### src/rtl/async_queue_wr_arb_pkg.sv
// Shared types and constants for the async queue write-port arbiter.
package async_queue_wr_arb_pkg;

  typedef enum logic {
    IDLE   = 1'b0,
    LOCKED = 1'b1
  } arb_state_e;

  localparam int STAT_WIDTH = 16;

endpackage

### src/rtl/async_queue_rr_pick.sv
// Combinational round-robin picker: first set request bit at or above ptr,
// wrapping explicitly at NUM_REQ-1 so non-power-of-2 sizes work.
module async_queue_rr_pick #(
  parameter int NUM_REQ  = 4,
  parameter int ID_WIDTH = $clog2(NUM_REQ)
) (
  input  logic [NUM_REQ-1:0]  req,
  input  logic [ID_WIDTH-1:0] ptr,
  output logic                found,
  output logic [ID_WIDTH-1:0] idx
);

  always_comb begin
    int cand;
    // NOTE: every combinational output gets a default first so no path
    // through the block can leave it unassigned and infer a latch.
    found = 1'b0;
    idx   = '0;
    cand  = 0;
    for (int off = 0; off < NUM_REQ; off++) begin
      cand = int'(ptr) + off;
      if (cand >= NUM_REQ) cand = cand - NUM_REQ;
      if (!found && req[cand]) begin
        found = 1'b1;
        idx   = ID_WIDTH'(cand);
      end
    end
  end

endmodule

### src/rtl/async_queue_wr_arbiter.sv
// Packet-granular round-robin arbiter for the write port of an async queue.
// Optional per-requester packet counters: define ASYNC_QUEUE_WR_ARB_STATS_EN.
module async_queue_wr_arbiter
  import async_queue_wr_arb_pkg::*;
#(
  parameter int NUM_REQ    = 4,
  parameter int DATA_WIDTH = 8,
  parameter int ID_WIDTH   = $clog2(NUM_REQ)
) (
  input  logic                          wr_clk,
  input  logic                          wr_rst_n,
  input  logic [NUM_REQ-1:0]            req_valid,
  input  logic [NUM_REQ*DATA_WIDTH-1:0] req_data,
  input  logic [NUM_REQ-1:0]            req_last,
  output logic [NUM_REQ-1:0]            req_ready,
  input  logic                          fifo_full,
  output logic                          fifo_wr_en,
  output logic [DATA_WIDTH-1:0]         fifo_wr_data,
  output logic                          grant_valid,
  output logic [ID_WIDTH-1:0]           grant_id
`ifdef ASYNC_QUEUE_WR_ARB_STATS_EN
  ,
  input  logic [ID_WIDTH-1:0]           stat_sel,
  output logic [STAT_WIDTH-1:0]         stat_cnt
`endif
);

  arb_state_e            state_q, state_d;
  logic [ID_WIDTH-1:0]   rr_ptr;
  logic                  pick_found;
  logic [ID_WIDTH-1:0]   pick_idx;
  logic                  pkt_done;
  logic [DATA_WIDTH-1:0] data_arr [NUM_REQ];

  for (genvar i = 0; i < NUM_REQ; i++) begin : g_unpack
    assign data_arr[i] = req_data[i*DATA_WIDTH +: DATA_WIDTH];
  end

  async_queue_rr_pick #(
    .NUM_REQ  (NUM_REQ),
    .ID_WIDTH (ID_WIDTH)
  ) u_pick (
    .req   (req_valid),
    .ptr   (rr_ptr),
    .found (pick_found),
    .idx   (pick_idx)
  );

  // Write path is combinational so fifo_full stops a write in the same cycle.
  always_comb begin
    state_d      = state_q;
    fifo_wr_en   = 1'b0;
    fifo_wr_data = '0;
    req_ready    = '0;
    pkt_done     = 1'b0;
    case (state_q)
      IDLE: begin
        if (pick_found) state_d = LOCKED;
      end
      LOCKED: begin
        fifo_wr_data        = data_arr[grant_id];
        fifo_wr_en          = req_valid[grant_id] & ~fifo_full;
        req_ready[grant_id] = fifo_wr_en;
        pkt_done            = fifo_wr_en & req_last[grant_id];
        if (pkt_done) state_d = IDLE;
      end
      default: state_d = IDLE;
    endcase
  end

  // NOTE: registers use non-blocking assignments so every flop samples the
  // pre-edge values regardless of statement order.
  always_ff @(posedge wr_clk or negedge wr_rst_n) begin
    if (!wr_rst_n) begin
      state_q  <= IDLE;
      rr_ptr   <= '0;
      grant_id <= '0;
    end else begin
      state_q <= state_d;
      if (state_q == IDLE && pick_found) grant_id <= pick_idx;
      if (pkt_done) begin
        if (grant_id == ID_WIDTH'(NUM_REQ - 1)) rr_ptr <= '0;
        else                                    rr_ptr <= grant_id + 1'b1;
      end
    end
  end

  assign grant_valid = (state_q == LOCKED);

`ifdef ASYNC_QUEUE_WR_ARB_STATS_EN
  logic [STAT_WIDTH-1:0] stat_q [NUM_REQ];

  // NOTE: the counter array is a handful of flops, not a RAM, so it takes the
  // async reset like any other register.
  always_ff @(posedge wr_clk or negedge wr_rst_n) begin
    if (!wr_rst_n) begin
      for (int i = 0; i < NUM_REQ; i++) stat_q[i] <= '0;
    end else if (pkt_done && (stat_q[grant_id] != '1)) begin
      stat_q[grant_id] <= stat_q[grant_id] + 1'b1;
    end
  end

  assign stat_cnt = stat_q[stat_sel];
`endif

endmodule

### config.mk
export PLATFORM = sky130hd
export DESIGN_NAME = async_queue_wr_arbiter
export DESIGN_NICKNAME = d
export VERILOG_FILES = /design/src/rtl/async_queue_wr_arb_pkg.sv /design/src/rtl/async_queue_rr_pick.sv /design/src/rtl/async_queue_wr_arbiter.sv
export SDC_FILE = /design/constraint.sdc
export NUM_CORES = 1
export LEC_CHECK = 0
export CORE_MARGIN = 1
export CORE_UTILIZATION = 30
export DETAILED_ROUTE_END_ITERATION = 10
export DONT_BUFFER_PORTS = 1
export PLACE_DENSITY = 0.44
export REMOVE_ABC_BUFFERS = 1
export SETUP_SLACK_MARGIN = 0.2
export SKIP_CTS_REPAIR_TIMING = 1
export SYNTH_ARGS = -nofsm -noshare
export SYNTH_HDL_FRONTEND = slang
export SYNTH_HIERARCHICAL = 1
export SYNTH_SLANG_ARGS = --single-unit
### constraint.sdc
create_clock -name wr_clk -period 1.9 [get_ports wr_clk]
set_input_delay 0.38 -clock wr_clk [delete_from_list [all_inputs] [get_ports wr_clk]]
set_output_delay 0.38 -clock wr_clk [all_outputs]
set_load 0.05 [all_outputs]
==> results of run 1 <==
cell usage after synthesis:
cell and n:
a21oi_1 4, a221o_1 1, and2_1 12, and2_4 1
buf_2 1, buf_4 1, clkbuf_1 1, dfrtp_1 5
ha_1 4, inv_1 6, inv_2 1, mux2_4 2
mux2i_1 2, mux4_2 9, nand2_1 2, nand2b_1 1
nand3_1 1, nand3b_1 1, nor2_1 4, nor2b_1 1
o21ai_0 3, o221ai_1 1, o22ai_2 1, or3b_1 1
metrics by stage:
| step | utilization, % | hold WS, ns | std cells | cell area [um^2] | total power, uW |
|---|---|---|---|---|---|
| final | 47.92 | 0.4036 | 109 | 978.4 | 1857 |
| after global routing | 47.92 | 0.4411 | 109 | 978.4 | 1965 |
| after CTS | 42.40 | -0.1721 | 105 | 865.8 | 1641 |
| after detailed placement | 41.12 | 0.08450 | 101 | 839.6 | 1511 |
| after global placement | 41.12 | 0.08452 | 101 | 839.6 | 1504 |
| after floorplan | - | 0.08441 | 63 | 660.6 | 1222 |
layer usage:
| layer | up-vias | GRT usage (%) | share of wire, % |
|---|---|---|---|
| met2 | 31 | 27.17 | 54 |
| met1 | 277 | 13.74 | 36 |
| met3 | 2 | 3.086 | 8.8 |
| met4 | 0 | 7.143 | 0.49 |
| met5 | - | 0 | 0 |
| li1 | 272 | - | - |
power groups by stage:
stage                     combinational, uW  sequential [uW]  clock, uW
after floorplan                         868              355          0
after global placement                 1310              198          0
after detailed placement               1310              199          0
after CTS                              1320              198        124
after global routing                   1630              212        126
final                                  1530              203        120
state kept, by name, summed over array words and instances (netlist names):
| signal | flops |
|---|---|
| grant_id | 2 |
| rr_ptr | 2 |
| grant_valid | 1 |
placed cells by master (no fill, tap or decap), types with 3 or more instances in the layout:
cell / n
a21oi_1: 4
and2_4: 13
buf_12: 5
buf_4: 5
buf_6: 4
clkbuf_4: 3
dfrtp_1: 5
ha_1: 4
inv_1: 6
mux4_2: 9
nor2_1: 4
o21ai_0: 3
worst max-delay path by stage:
stage / cells past startpoint / endpoint / slack (ns) / from
after global placement: 3 / fifo_wr_data[6] / 0.15 / grant_id[0]$_DFFE_PN0P_
after floorplan: 3 / req_ready[0] / -0.83 / grant_id[0]$_DFFE_PN0P_
after detailed placement: 3 / fifo_wr_data[1] / 0.13 / grant_id[0]$_DFFE_PN0P_
after CTS: 3 / fifo_wr_data[1] / -0.13 / grant_id[0]$_DFFE_PN0P_
final: 5 / req_ready[2] / -0.03 / grant_id[0]$_DFFE_PN0P_
after global routing: 5 / req_ready[2] / -0.11 / grant_id[1]$_DFFE_PN0P_
worst register-to-register path: cells and delay by family, from the launching register on:
kind / cells / cell delay, ns
buffers and inverters: 2 / 0.25
AND/OR/NAND/NOR: 1 / 0.19
multiplexers: 2 / 0.76
flip-flops: 1 / 0.40
cell families after synthesis:
group / count (synthesis)
AO/OA/AOI/OAI: 10
adder cells (fa/ha/maj): 4
AND/OR/NAND/NOR: 24
multiplexers: 13
flip-flops: 5
buffers and inverters: 10
layout make-up:
type	instances	area [um^2]
multi-input cells	51	574.3
repair buffers	15	192.7
fillers	183	1064
flip-flops and latches	5	125.1
inverters	7	26.28
well taps	27	33.78
clock buffers	4	26.28
==> impl_metrics.tcl, run 1 <==
set metrics [dict create \
    drtIter0Drc 6 \
    clkPwrFrac_pct 6.4 \
    worst_ir_drop_vdd_v 0.001027 \
    diodes 0 \
    period_needed_ns 1.934 \
    yosysTopAreaCellShare_pct 29.94 \
    gp_congestion 0.6864 \
    ys_types 24 \
    dieWidth_um 49.50 \
    hold_start "req_valid[3]" \
    io_buffers 0 \
    grt_overflow 0 \
    path_class "flop to output pin" \
    worstHoldEndpoint "grant_id[1]$_DFFE_PN0P_" \
    critPathCaptureType "output pin" \
    cts_tree "yes" \
    drive_gt1_share_pct 56.10 \
    clock_latency_ns 0.24 \
    fp.dieH_um 49.50 \
    max_slew_margin_pct 83.76 \
    crit_fanout 6 \
    ys_seq_elements 5 \
    htreeDepth 1 \
    synthCells 66 \
    syn_avg_cell_area_um2 10.26 \
    cts_buffer_depth 2 \
    yosys-top-cells-area "mux4_2 30%, dfrtp_1 18%, and2_1 11%" \
    r2r-start "grant_id[0]$_DFFE_PN0P_" \
    synth_compound_area_share_pct 9.797 \
    violations "negative setup slack" \
    dieArea_um2 2450 \
    max_freq_mhz 517.0 \
    nets 130 \
    area.growth.synth_to_final_pct 44.55 \
    ant_nets 0 \
    yosys.area.top_type "mux4_2" \
    cp_slowest_cell "dfrtp_1" \
    r2r_end "rr_ptr[0]$_DFFE_PN0P_" \
    p_sw_share_pct 51.61 \
    seq_area_frac_synth_pct 18.48 \
    critPathBufInv 2 \
    hold_violations 0 \
    finalCritPeriodShare_pct 101.8 \
    min_path_cells 4 \
    dr.pass1.iters 4 \
    vias 582 \
    worstRegToRegCells 5 \
    post_drt_wl_per_cell_um 15.09 \
    holdCritPathClass "primary input to flop" \
    initial_core_util_pct 33.15 \
    p_int_uw 898.4 \
    worst_pin_slew_ns 0.2428 \
    drcViolationCount 0 \
    ys_warn_count 6 \
    crit_family "flip-flops" \
    p_comb_share_pct 82.6 \
    synth_top_family_by_area "multiplexers" \
    run_status "finished, violations left" \
    fin_tns_setup_ns -0.1602 \
    rsz0062_at_grt "yes" \
    crit_required_ns 1.52 \
    grt_start_max_net_pins 15 \
    num_io_pins 59 \
    hpwlAfterDp_um 1313 \
    cts_buffers 3 \
    final.setup_skew_ns 0.0007375 \
    clkSlewWorstSetupHoldPaths_ns 0.04 \
    antenna_found_initial 0 \
    cts.sinks 5 \
    fin_ws_ns -0.03412 \
    vias_per_cell 5.339 \
    crit_arrival_ns 1.55 \
    synthAdderAreaFrac_pct 7.394 \
    grt_pass1_wl_um 2580 \
    drv_slew 0 \
    synthSimpleGateAreaFrac_pct 20.70 \
    slowest_delay_ns 0.41 \
    cts_root_buf "clkbuf_4" \
    placementRows 16 \
    p_seq_share_pct 10.9 \
    p_sw_uw 958.4 \
    wl_um 1645 \
    synth_xor_xnor_area_share_pct 0 \
    coreArea_um2 2042 \
    finalSetupViolCount 8 \
    start_kind "flop" \
    pre_cts_ws_ns 0.1312 \
    p_leak_uw 0.0004018 \
    syn_area_um2 676.9 \
    r2r_slack_ns 0.19 \
    maxCapViolCount 0 \
    grt_usage_pct 14.04 \
    power_density_nw_per_um2 1898 \
    crit_chain "buf_6, mux2i_4, o22ai_4, and2_4, buf_12" \
    first_global_vias 600 \
    muxShareOfSynthArea_pct 37.34 \
]
Note: power is estimated with default switching activity, not from simulation.
==> inputs of run 2 (changes only) <==
- CORE_UTILIZATION: 30 -> 45
- MAX_ROUTING_LAYER: not set -> met4
- PLACE_DENSITY: 0.44 -> 0.6
==> run 2 against run 1 <==
  * Sequential cell count did not move
  * The flow still finishes with violations (negative setup slack)
  * Final cell count shrank 7.3%
  * Combinational power grew 3%
  * Utilization up 25 points
  * Clock power hardly changed
  * Worst setup slack improved by 0.011 ns
  * Largest cell class unchanged
  * Sequential power about the same
  * Critical path type unchanged
==> impl_metrics.tcl, run 2 (synthesis results as in run 1) <==
set metrics [dict create \
    run_status "finished, violations left" \
    violations "negative setup slack" \
    max_freq_mhz 519.9 \
    grt_overflow 0 \
    cts_buffers 3 \
    rsz0062_at_grt "yes" \
    holdCritPathClass "primary input to flop" \
    crit_arrival_ns 1.54 \
    critPathBufInv 1 \
    first_global_vias 508 \
    placementRows 13 \
    cts.sinks 5 \
    crit_fanout 6 \
    hpwlAfterDp_um 1283 \
    initial_core_util_pct 50.14 \
    period_needed_ns 1.924 \
    dpl-instance-area_um2 812.0 \
    wl_um 1734 \
    clkSlewWorstSetupHoldPaths_ns 0.04 \
    design_area_um2 985.9 \
    area.growth.synth_to_final_pct 45.66 \
    grt_start_max_net_pins 15 \
    final.setup_skew_ns 0.003665 \
    crit_required_ns 1.52 \
    start_kind "flop" \
    gp_congestion 0.7705 \
    grt_usage_pct 21.26 \
    vias_per_cell 6.050 \
    p_seq_share_pct 10.5 \
    worst_pin_slew_ns 0.2196 \
    crit_chain "or3b_4, o22ai_4, and2_4, buf_12" \
    final_common_cell "and2_4" \
    hold_violations 0 \
    antenna_found_initial 0 \
    final_cell_mix "13 x and2_4, 9 x mux4_2, 7 x buf_4, 7 x buf_6, 6 x inv_1" \
    startpoint "grant_id[1]$_DFFE_PN0P_" \
    pre_cts_ws_ns 0.1152 \
    vias 611 \
    dieWidth_um 40.79 \
    fp.dieH_um 40.79 \
    coreArea_um2 1350 \
    worst_ir_drop_vdd_v 0.001085 \
    dr.pass1.iters 4 \
    finalSetupViolCount 5 \
    p_int_uw 924.3 \
    num_io_pins 59 \
    drtIter0Drc 9 \
    fin_ws_ns -0.02352 \
    slowest_delay_ns 0.39 \
    crit_family "simple AND/OR/NAND/NOR gates" \
    drive_gt1_share_pct 59.30 \
    cts_tree "yes" \
    critPathCapture "req_ready[0]" \
    drv_slew 0 \
    cts_buffer_depth 2 \
    routed-wl-met2_um 977 \
    p_comb_share_pct 83.2 \
    drcViolationCount 0 \
    max_slew_margin_pct 85.07 \
    r2r_slack_ns 0.10 \
    highest_layer "met4" \
    drt-met1-wl_um 588 \
    maxCapViolCount 0 \
    power_density_nw_per_um2 1929 \
    htreeDepth 1 \
    met3_length_um 145 \
    clkPwrFrac_pct 6.3 \
    ant_nets 0 \
    cp_slowest_cell "or3b_4" \
    cp_num_cells 4 \
    diodes 0 \
    grt_pass1_wl_um 2187 \
    p_leak_uw 0.0004217 \
    critPathCaptureType "output pin" \
    nets 134 \
    p_sw_uw 977.2 \
    io_buffers 0 \
    p_total_uw 1902 \
    path_class "flop to output pin" \
    finalCritPeriodShare_pct 101.2 \
    r2r-start "grant_id[0]$_DFFE_PN0P_" \
    cts_root_buf "clkbuf_4" \
    r2r_end "rr_ptr[1]$_DFFE_PN0P_" \
    worstRegToRegCells 6 \
    clock_latency_ns 0.24 \
    dieArea_um2 1663 \
    p_sw_share_pct 51.39 \
    post_drt_wl_per_cell_um 17.17 \
]
## run 2: cell count changes in the layout (fill, tap and decap cells not counted)
cell,before,now
buf_4,5,7
mux2i_2,0,1
nor2_1,4,3
buf_12,5,4
mux2i_4,2,1
buf_6,4,7
nor2_2,0,1
## run 2: area by class of cell
class / count / area (um^2)
tap: 15 / 18.77
timing repair buffer: 19 / 221.5
clock buffer: 4 / 26.28
inverter: 7 / 26.28
multi-input combinational: 51 / 568.0
fill: 103 / 364.1
sequential: 5 / 125.1
## run 2: routing by layer
metal / vias up / GRT usage, %
met2: 44 / 40.63
li1: 279 / -
met5: - / -
met3: 4 / 0
met1: 284 / 23.31
met4: 0 / 7.500
## run 2: power by group through the flow
| stage | Clock, uW | Sequential, uW | Combinational (uW) |
|---|---|---|---|
| after floorplan | 0 | 355 | 868 |
| after global placement | 0 | 191 | 1270 |
| after detailed placement | 0 | 196 | 1280 |
| after CTS | 124 | 194 | 1290 |
| after global routing | 131 | 208 | 1670 |
| final | 120 | 200 | 1580 |
## run 2: how the worst min path moves through the flow
stage / startpoint / endpoint / slack, ns / cells past startpoint
after floorplan: wr_rst_n / grant_id[0]$_DFFE_PN0P_ / 0.08 / 0
after global placement: wr_rst_n / rr_ptr[0]$_DFFE_PN0P_ / 0.08 / 0
after detailed placement: wr_rst_n / rr_ptr[1]$_DFFE_PN0P_ / 0.08 / 0
after CTS: wr_rst_n / grant_id[1]$_DFFE_PN0P_ / -0.17 / 0
after global routing: wr_rst_n / grant_valid$_DFF_PN0_ / 0.45 / 1
final: req_valid[3] / grant_id[1]$_DFFE_PN0P_ / 0.39 / 4
## run 2: through the flow
stage	hold slack (ns)	utilization (%)	std cells	TNS, ns
finish	0.3925	73.03	101	-0.08438
global route	0.4452	73.03	101	-0.7963
CTS	-0.1721	62.09	93	-1.150
detailed placement	0.08449	60.15	89	0
global placement	0.08450	60.15	89	0
floorplan	0.08441	-	63	-8.639
## run 2: worst register-to-register path, cell delays in order (launching register included)
cell,delay [ns]
dfrtp_1,0.38
buf_6,0.16
buf_6,0.11
buf_6,0.09
mux4_2,0.48
and2_4,0.19
mux2_4,0.29
==> inputs of run 3 (changes only) <==
- GPL_ROUTABILITY_DRIVEN: not set -> 0
- HOLD_SLACK_MARGIN: not set -> 0.15
==> results of run 3 <==
Final layout, timing and power as in run 2 (identical DEF).
